[src/rtl/mem_stage_lsu_pkg.sv]
// Shared definitions for the memory-stage load/store unit.
// Contents: data/byte-enable widths, ByteControl encodings, the LSU state
// enum and a misalignment predicate used by the optional trap logic.
package mips_mem_pkg;

    localparam int WIDTH_32 = 32;
    localparam int WIDTH_BE = WIDTH_32 / 8;

    localparam logic [1:0] BC_WORD  = 2'b00;
    localparam logic [1:0] BC_HALF  = 2'b01;
    localparam logic [1:0] BC_BYTE  = 2'b10;
    localparam logic [1:0] BC_BYTEU = 2'b11;

    typedef enum logic [2:0] {
        ST_IDLE  = 3'd0,
        ST_REQ   = 3'd1,
        ST_WAIT  = 3'd2,
        ST_DONE  = 3'd3,
        ST_DRAIN = 3'd4
    } lsu_state_t;

    // Word access needs addr[1:0]==0, half access needs addr[0]==0.
    function automatic logic is_misaligned(input logic [1:0] bc, input logic [1:0] a);
        return ((bc == BC_WORD) && (a != 2'b00)) || ((bc == BC_HALF) && a[0]);
    endfunction

endpackage

[src/rtl/mem_stage_lsu_if.sv]
// Data-memory bus between the LSU (master) and the memory (slave).
// Handshake: a request transfers on a cycle where mem_req_valid and
// mem_req_ready are both high; valid and all request fields stay stable
// until that cycle. Each accepted load returns exactly one mem_rsp_valid
// pulse carrying mem_rsp_rdata, no earlier than the cycle after acceptance.
interface mem_stage_lsu_if;
    import mips_mem_pkg::*;

    logic                mem_req_valid;
    logic                mem_req_ready;
    logic                mem_req_we;
    logic [WIDTH_32-1:0] mem_req_addr;
    logic [WIDTH_32-1:0] mem_req_wdata;
    logic [WIDTH_BE-1:0] mem_req_be;
    logic                mem_rsp_valid;
    logic [WIDTH_32-1:0] mem_rsp_rdata;

    modport master (
        output mem_req_valid, mem_req_we, mem_req_addr, mem_req_wdata, mem_req_be,
        input  mem_req_ready, mem_rsp_valid, mem_rsp_rdata
    );

    modport slave (
        input  mem_req_valid, mem_req_we, mem_req_addr, mem_req_wdata, mem_req_be,
        output mem_req_ready, mem_rsp_valid, mem_rsp_rdata
    );

endinterface

[src/rtl/mem_stage_lsu_lane_align.sv]
// Combinational byte-lane logic for the LSU.
// Ports:
//   byte_ctrl_i   ByteControl encoding (word/half/byte/byte unsigned)
//   addr_lo_i     low two bits of the byte address
//   is_store_i    1 = store (lane-specific enables), 0 = load (all lanes)
//   store_data_i  store data, low bits significant
//   load_word_i   raw memory response word
//   be_o          byte enables, little-endian
//   wdata_o       lane-replicated store data
//   load_data_o   selected and extended load result
// Address bits below the access size are ignored here, which gives the
// forced-alignment behaviour when misalignment trapping is not built in.
module mem_lane_align
    import mips_mem_pkg::*;
(
    input  logic [1:0]          byte_ctrl_i,
    input  logic [1:0]          addr_lo_i,
    input  logic                is_store_i,
    input  logic [WIDTH_32-1:0] store_data_i,
    input  logic [WIDTH_32-1:0] load_word_i,
    output logic [WIDTH_BE-1:0] be_o,
    output logic [WIDTH_32-1:0] wdata_o,
    output logic [WIDTH_32-1:0] load_data_o
);

    logic [15:0] half_sel;
    logic [7:0]  byte_sel;

    assign half_sel = load_word_i[16*addr_lo_i[1] +: 16];
    assign byte_sel = load_word_i[8*addr_lo_i +: 8];

    always_comb begin
        be_o        = 4'b1111;
        wdata_o     = store_data_i;
        load_data_o = load_word_i;
        case (byte_ctrl_i)
            BC_WORD: begin
                be_o        = 4'b1111;
                wdata_o     = store_data_i;
                load_data_o = load_word_i;
            end
            BC_HALF: begin
                if (is_store_i) be_o = addr_lo_i[1] ? 4'b1100 : 4'b0011;
                wdata_o     = {2{store_data_i[15:0]}};
                load_data_o = {{16{half_sel[15]}}, half_sel};
            end
            BC_BYTE: begin
                if (is_store_i) be_o = 4'b0001 << addr_lo_i;
                wdata_o     = {4{store_data_i[7:0]}};
                load_data_o = {{24{byte_sel[7]}}, byte_sel};
            end
            default: begin
                if (is_store_i) be_o = 4'b0001 << addr_lo_i;
                wdata_o     = {4{store_data_i[7:0]}};
                load_data_o = {24'd0, byte_sel};
            end
        endcase
    end

endmodule

[src/rtl/mem_stage_lsu.sv]
// Memory-stage load/store unit: issues M-stage loads/stores to a
// variable-latency data memory and stalls the pipeline until done.
// Ports:
//   clk, rst_n          clock and synchronous active-low reset
//   MemtoReg_M          load in M stage
//   MemWrite_M          store in M stage (wins if both are set)
//   ByteControl_M       access size / signedness
//   ALU_result_M        effective byte address
//   WriteData_M         store data
//   Flush_M             kill the current M-stage access
//   mem                 data-memory bus (master side)
//   ReadData_M          registered, aligned and extended load result
//   Stall_M             combinational hold request to the hazard unit
//   state_dbg_o         current FSM state
//   MisalignExc_M       misalignment trap pulse (only with MISALIGN_TRAP_EN)
// Optional feature macro: MISALIGN_TRAP_EN.
module mem_stage_lsu
    import mips_mem_pkg::*;
(
    input  logic                clk,
    input  logic                rst_n,
    input  logic                MemtoReg_M,
    input  logic                MemWrite_M,
    input  logic [1:0]          ByteControl_M,
    input  logic [WIDTH_32-1:0] ALU_result_M,
    input  logic [WIDTH_32-1:0] WriteData_M,
    input  logic                Flush_M,
    mem_stage_lsu_if.master     mem,
    output logic [WIDTH_32-1:0] ReadData_M,
    output logic                Stall_M,
    output lsu_state_t          state_dbg_o
`ifdef MISALIGN_TRAP_EN
    ,
    output logic                MisalignExc_M
`endif
);

    lsu_state_t          state_q;
    logic [WIDTH_32-1:0] rdata_q;
    logic                access;
    logic                is_store;
    logic                trap;
    logic                issue;
    logic [WIDTH_BE-1:0] lane_be;
    logic [WIDTH_32-1:0] lane_wdata;
    logic [WIDTH_32-1:0] lane_load;

    assign access   = MemtoReg_M | MemWrite_M;
    assign is_store = MemWrite_M;

`ifdef MISALIGN_TRAP_EN
    assign trap          = access & ~Flush_M & (state_q == ST_IDLE)
                         & is_misaligned(ByteControl_M, ALU_result_M[1:0]);
    assign MisalignExc_M = rst_n & trap;
`else
    assign trap = 1'b0;
`endif

    // A request is presented only before acceptance (IDLE or REQ).
    assign issue = access & ~Flush_M & ~trap
                 & ((state_q == ST_IDLE) | (state_q == ST_REQ));

    mem_lane_align u_lane_align (
        .byte_ctrl_i  (ByteControl_M),
        .addr_lo_i    (ALU_result_M[1:0]),
        .is_store_i   (is_store),
        .store_data_i (WriteData_M),
        .load_word_i  (mem.mem_rsp_rdata),
        .be_o         (lane_be),
        .wdata_o      (lane_wdata),
        .load_data_o  (lane_load)
    );

    // Every output is held at zero while reset is asserted.
    assign mem.mem_req_valid = rst_n & issue;
    assign mem.mem_req_we    = rst_n & is_store;
    assign mem.mem_req_addr  = rst_n ? {ALU_result_M[31:2], 2'b00} : '0;
    assign mem.mem_req_wdata = rst_n ? lane_wdata : '0;
    assign mem.mem_req_be    = rst_n ? lane_be : '0;
    assign ReadData_M        = rst_n ? rdata_q : '0;
    assign Stall_M           = rst_n & access & (state_q != ST_DONE) & ~trap;
    assign state_dbg_o       = state_q;

    always_ff @(posedge clk) begin
        if (!rst_n) begin
            state_q <= ST_IDLE;
            rdata_q <= '0;
        end else begin
            case (state_q)
                ST_IDLE: begin
                    if (issue) begin
                        if (mem.mem_req_ready) state_q <= is_store ? ST_DONE : ST_WAIT;
                        else                   state_q <= ST_REQ;
                    end
                end
                ST_REQ: begin
                    if (!access || Flush_M)     state_q <= ST_IDLE;
                    else if (mem.mem_req_ready) state_q <= is_store ? ST_DONE : ST_WAIT;
                end
                ST_WAIT: begin
                    // A flush coinciding with the response simply drops it.
                    if (mem.mem_rsp_valid) begin
                        if (Flush_M) begin
                            state_q <= ST_IDLE;
                        end else begin
                            rdata_q <= lane_load;
                            state_q <= ST_DONE;
                        end
                    end else if (Flush_M) begin
                        state_q <= ST_DRAIN;
                    end
                end
                ST_DONE: state_q <= ST_IDLE;
                ST_DRAIN: begin
                    if (mem.mem_rsp_valid) state_q <= ST_IDLE;
                end
                default: state_q <= ST_IDLE;
            endcase
        end
    end

endmodule

[src/flat_wrapper.sv]
// flat-port wrapper written by rule: the top's interface ports become plain ports
module mem_stage_lsu_flat import mips_mem_pkg::*;
  (clk, rst_n, MemtoReg_M, MemWrite_M, ByteControl_M, ALU_result_M, WriteData_M, Flush_M, ReadData_M, Stall_M, state_dbg_o, mem_mem_req_valid, mem_mem_req_we, mem_mem_req_addr, mem_mem_req_wdata, mem_mem_req_be, mem_mem_req_ready, mem_mem_rsp_valid, mem_mem_rsp_rdata);
  mem_stage_lsu_if mem_i ();
  input  logic clk;
  input  logic rst_n;
  input  logic MemtoReg_M;
  input  logic MemWrite_M;
  input  logic [1:0] ByteControl_M;
  input  logic [WIDTH_32-1:0] ALU_result_M;
  input  logic [WIDTH_32-1:0] WriteData_M;
  input  logic Flush_M;
  output logic [WIDTH_32-1:0] ReadData_M;
  output logic Stall_M;
  output lsu_state_t state_dbg_o;
  output wire logic [$bits(mem_i.mem_req_valid)-1:0] mem_mem_req_valid;
  output wire logic [$bits(mem_i.mem_req_we)-1:0] mem_mem_req_we;
  output wire logic [$bits(mem_i.mem_req_addr)-1:0] mem_mem_req_addr;
  output wire logic [$bits(mem_i.mem_req_wdata)-1:0] mem_mem_req_wdata;
  output wire logic [$bits(mem_i.mem_req_be)-1:0] mem_mem_req_be;
  input wire logic [$bits(mem_i.mem_req_ready)-1:0] mem_mem_req_ready;
  input wire logic [$bits(mem_i.mem_rsp_valid)-1:0] mem_mem_rsp_valid;
  input wire logic [$bits(mem_i.mem_rsp_rdata)-1:0] mem_mem_rsp_rdata;
  assign mem_mem_req_valid = mem_i.mem_req_valid;
  assign mem_mem_req_we = mem_i.mem_req_we;
  assign mem_mem_req_addr = mem_i.mem_req_addr;
  assign mem_mem_req_wdata = mem_i.mem_req_wdata;
  assign mem_mem_req_be = mem_i.mem_req_be;
  assign mem_i.mem_req_ready = mem_mem_req_ready;
  assign mem_i.mem_rsp_valid = mem_mem_rsp_valid;
  assign mem_i.mem_rsp_rdata = mem_mem_rsp_rdata;
  mem_stage_lsu u_core (.clk(clk), .rst_n(rst_n), .MemtoReg_M(MemtoReg_M), .MemWrite_M(MemWrite_M), .ByteControl_M(ByteControl_M), .ALU_result_M(ALU_result_M), .WriteData_M(WriteData_M), .Flush_M(Flush_M), .mem(mem_i), .ReadData_M(ReadData_M), .Stall_M(Stall_M), .state_dbg_o(state_dbg_o));
endmodule
[config.mk]
export PLATFORM = sky130hd
export DESIGN_NAME = mem_stage_lsu_flat
export DESIGN_NICKNAME = d
export VERILOG_FILES = /design/src/rtl/mem_stage_lsu_pkg.sv /design/src/rtl/mem_stage_lsu_if.sv /design/src/rtl/mem_stage_lsu_lane_align.sv /design/src/rtl/mem_stage_lsu.sv /design/src/flat_wrapper.sv
export SDC_FILE = /design/constraint.sdc
export NUM_CORES = 1
export LEC_CHECK = 0
export ABC_AREA = 1
export CAP_MARGIN = 25
export CORE_MARGIN = 4
export CORE_UTILIZATION = 37
export CTS_BUF_LIST = sky130_fd_sc_hd__clkbuf_8 sky130_fd_sc_hd__clkbuf_16
export DETAILED_ROUTE_END_ITERATION = 10
export GPL_TIMING_DRIVEN = 0
export PLACE_DENSITY = 0.82
export SLEW_MARGIN = 20
export SYNTH_ARGS = -nofsm -noshare
export SYNTH_HDL_FRONTEND = slang
export SYNTH_SLANG_ARGS = --single-unit
[constraint.sdc]
create_clock -name clk -period 1.8 [get_ports clk]
set_clock_uncertainty 0.2 [all_clocks]
set_input_delay 0.36 -clock clk [delete_from_list [all_inputs] [get_ports clk]]
set_output_delay 0.36 -clock clk [all_outputs]
set_load 0.01 [all_outputs]
==> impl_metrics.ini <==
[worst_setup_path]
crit-reg2reg-capture = u_core.rdata_q[7]$_SDFFE_PN0P_
critical_path.n_buffers_inverters = 3
worst_setup_path_end_kind = output port
worst-setup-path-type = input pin to output port
critPathSlowestCell = sky130_fd_sc_hd__clkdlybuf4s50_1
wp_data_required_ns = 1.24
r2r_cells = 5
cpLargestDelayFamily = buffers and inverters
critical_path.max_stage_delay_ns = 0.47
crit_arrival_ns = 1.24
path_max_fanout = 2
timing.critical_path.cells = clkdlybuf4s50_1 > inv_2 > a21oi_1 > buf_2
reg2reg_setup_slack_ns = 0.27
timing.critical_path.from_type = input pin
startpoint = WriteData_M[9]
worst_r2r_startpoint = u_core.state_dbg_o[2]$_SDFFE_PN0P_
worstSetupPathDepth = 4
critical_path.endpoint = mem_mem_req_wdata[9]

[clock_network]
ctsLongestPathBuffers = 2
cts-root-buf = sky130_fd_sc_hd__clkbuf_8
cts_hold_buffers = 0
clk_transition_reported_paths_ns = 0.07
tritoncts = built
clock_latency_ns = 0.29
cts_max_level = 2
cts-buffers-inserted = 5
cts.sinks = 35

[global_route]
grt_pass1_wl_um = 21500
initial_antenna_violation_count = 0
global_route.overflow_total = 0
track_usage_pct = 26.5
grt_pass1_vias = 4204
grt_start_max_net_pins = 20

[pwr]
p_int_uw = 1920
max-vdd-ir-drop_uv = 431
netSwitchingPower_uw = 1110
pwr_density_cell_nw_per_um2 = 521
clock_power_share_pct = 23.0
comb_power_share_pct = 46.2
power_switching_share_pct = 36.6
power.leakage_uw = 0.00350
fraction_of_power_consumed_by_sequential_logic_pct = 30.7

[floorplan]
initial_core_util_pct = 38.5
number_of_primary_i_o_pins = 211
fp.dieH_um = 101
die_area_um2 = 10200
die-width_um = 101
rows = 33
floorplan.core_area_um2 = 8300

[layout]
final_nets = 915
layout.cells.most_common_list = sky130_fd_sc_hd__nand2_1 (220), sky130_fd_sc_hd__inv_1 (90), sky130_fd_sc_hd__clkdlybuf4s50_1 (80), sky130_fd_sc_hd__buf_2 (47), sky130_fd_sc_hd__nor2_1 (40)
mostFrequentLayoutCell = sky130_fd_sc_hd__nand2_1
postLayoutCoreUtil_pct = 70.1
count_of_inserted_antenna_diode_cells = 0
synthToLayoutAreaGrowth_pct = 82.2
stdcell_count = 915
post_route_cells_drive_above_1_share_pct = 26.9

[drt]
route.detailed.wl_per_inst_um = 15.5
first_iter_violations = 276
route.vias.total = 4363
drc = 0
route.detailed.vias_per_inst = 4.77
drt-pass1-iter-count = 5
route.antenna.remaining_nets = 0
drt-total-wl_um = 14200

[synthesis]
sequential_area_share_after_synthesis_pct = 22.0
ys_seq_elements = 35
ys_warn_count = 0
post_synth_instance_area_um2 = 3190
postSynthCellCount = 574
netlist-cell-type-count = 33
syn_area_per_cell_um2 = 5.56

[timing]
final-max-slew-violation-count = 0
timing.final.hold_violations = 0
fin_worst_hold_slack_ns = 0.233
grt_setup_unrepaired = true
final_setup_tns_ns = 0
fin_crit_ns = 1.80
period_share_pct = 99.9
max_freq_mhz = 556
finalSetupViolCount = 0

[placement]
placed_cells = 886
io_buffers = 206
place_hpwl_um = 10900
finalWeightedCongestion = 0.854

[worst_hold_path]
hold_class = input pin to register

[run_status]
result_of_the_run = completed

[flow_run]
timing.max_cap.violations = 0
per-stage QoR:
step	power [uW]	area (um^2)	setup slack, ns
after floorplan	1590	3210	0.00896
after global placement	2270	5400	-1.29
after detailed placement	2270	5400	-1.32
after CTS	2980	5750	0.00250
after global routing	3190	5820	-0.0385
final	3030	5820	0.00257
what timing repair did:
action / 4_1_cts / 5_1_grt
gates cloned: 3 / 1
setup endpoints to repair: 129 / 106
setup buffers: 13 / 8
pin swaps: 13 / 14
resized for setup: 407 / 79
power groups by stage:
stage	clock (uW)	sequential [uW]	combinational, uW
finish	698	932	1400
global route	726	937	1530
CTS	707	922	1350
detailed placement	0	927	1340
global placement	0	931	1340
floorplan	0	923	668
cell usage after synthesis (all sizes together):
library cell | number | area, um^2
nor4 | 1 | 6.26
o211ai | 3 | 22.5
buf | 24 | 178
a22oi | 1 | 7.51
or2 | 5 | 31.3
a21oi | 26 | 134
inv | 101 | 379
conb | 1 | 3.75
clkbuf | 8 | 30.0
o21ai | 27 | 135
a211oi | 9 | 67.6
o21a | 1 | 15.0
nor2 | 59 | 250
a31oi | 1 | 6.26
o22ai | 1 | 6.26
nand2 | 230 | 898
dfxtp | 35 | 701
nand3 | 40 | 313
nand3b | 1 | 7.51
worst reg2reg max path, cell delays in order (launching register included):
cell                      delay (ns)
sky130_fd_sc_hd__dfxtp_4        0.38
sky130_fd_sc_hd__nor2_4         0.19
sky130_fd_sc_hd__nand3_4        0.12
sky130_fd_sc_hd__buf_4          0.20
sky130_fd_sc_hd__inv_1          0.21
sky130_fd_sc_hd__a31oi_1        0.11
cell families after synthesis:
logic type / count (synthesis) / share of synthesized area, %
buffers and inverters: 133 / 18.4
flip-flops: 35 / 22.0
other: 1 / 0.117
AO/OA/AOI/OAI: 69 / 12.3
AND/OR/NAND/NOR: 336 / 47.2
area by class of cell:
cell class	instances	area [um^2]
Fill cell	721	2480
Multi-Input combinational cell	407	2080
Timing Repair Buffer	230	2050
Sequential cell	35	707
Inverter	101	392
Buffer	30	357
Tap cell	105	131
Clock buffer	5	68.8
Clock inverter	2	33.8
registers in the layout, indices dropped and copies added (netlist names):
register            flops
u_core.rdata_q         32
u_core.state_dbg_o      3
metal layers:
layer,wire (um),part of all wire (%),vias up,track usage (%)
li1,-,-,2194,-
met1,5890,42,1965,33.7
met2,6750,48,166,43.6
met3,1180,8.3,38,7.47
met4,370,2.6,0,7.77
met5,0,0,-,0
how the worst min path moves through the flow:
stage	start	endpoint	slack (ns)	cells past startpoint
3_3_place_gp	u_core.rdata_q[6]$_SDFFE_PN0P_	u_core.rdata_q[6]$_SDFFE_PN0P_	0.29	2
3_5_place_dp	u_core.rdata_q[6]$_SDFFE_PN0P_	u_core.rdata_q[6]$_SDFFE_PN0P_	0.31	2
4_1_cts	rst_n	u_core.state_dbg_o[1]$_SDFFE_PN0P_	0.25	3
6_report	rst_n	u_core.state_dbg_o[1]$_SDFFE_PN0P_	0.23	3
2_1_floorplan	u_core.rdata_q[6]$_SDFFE_PN0P_	u_core.rdata_q[6]$_SDFFE_PN0P_	0.26	2
5_1_grt	rst_n	u_core.state_dbg_o[1]$_SDFFE_PN0P_	0.25	3
Note: power is estimated with default switching activity, not from simulation.
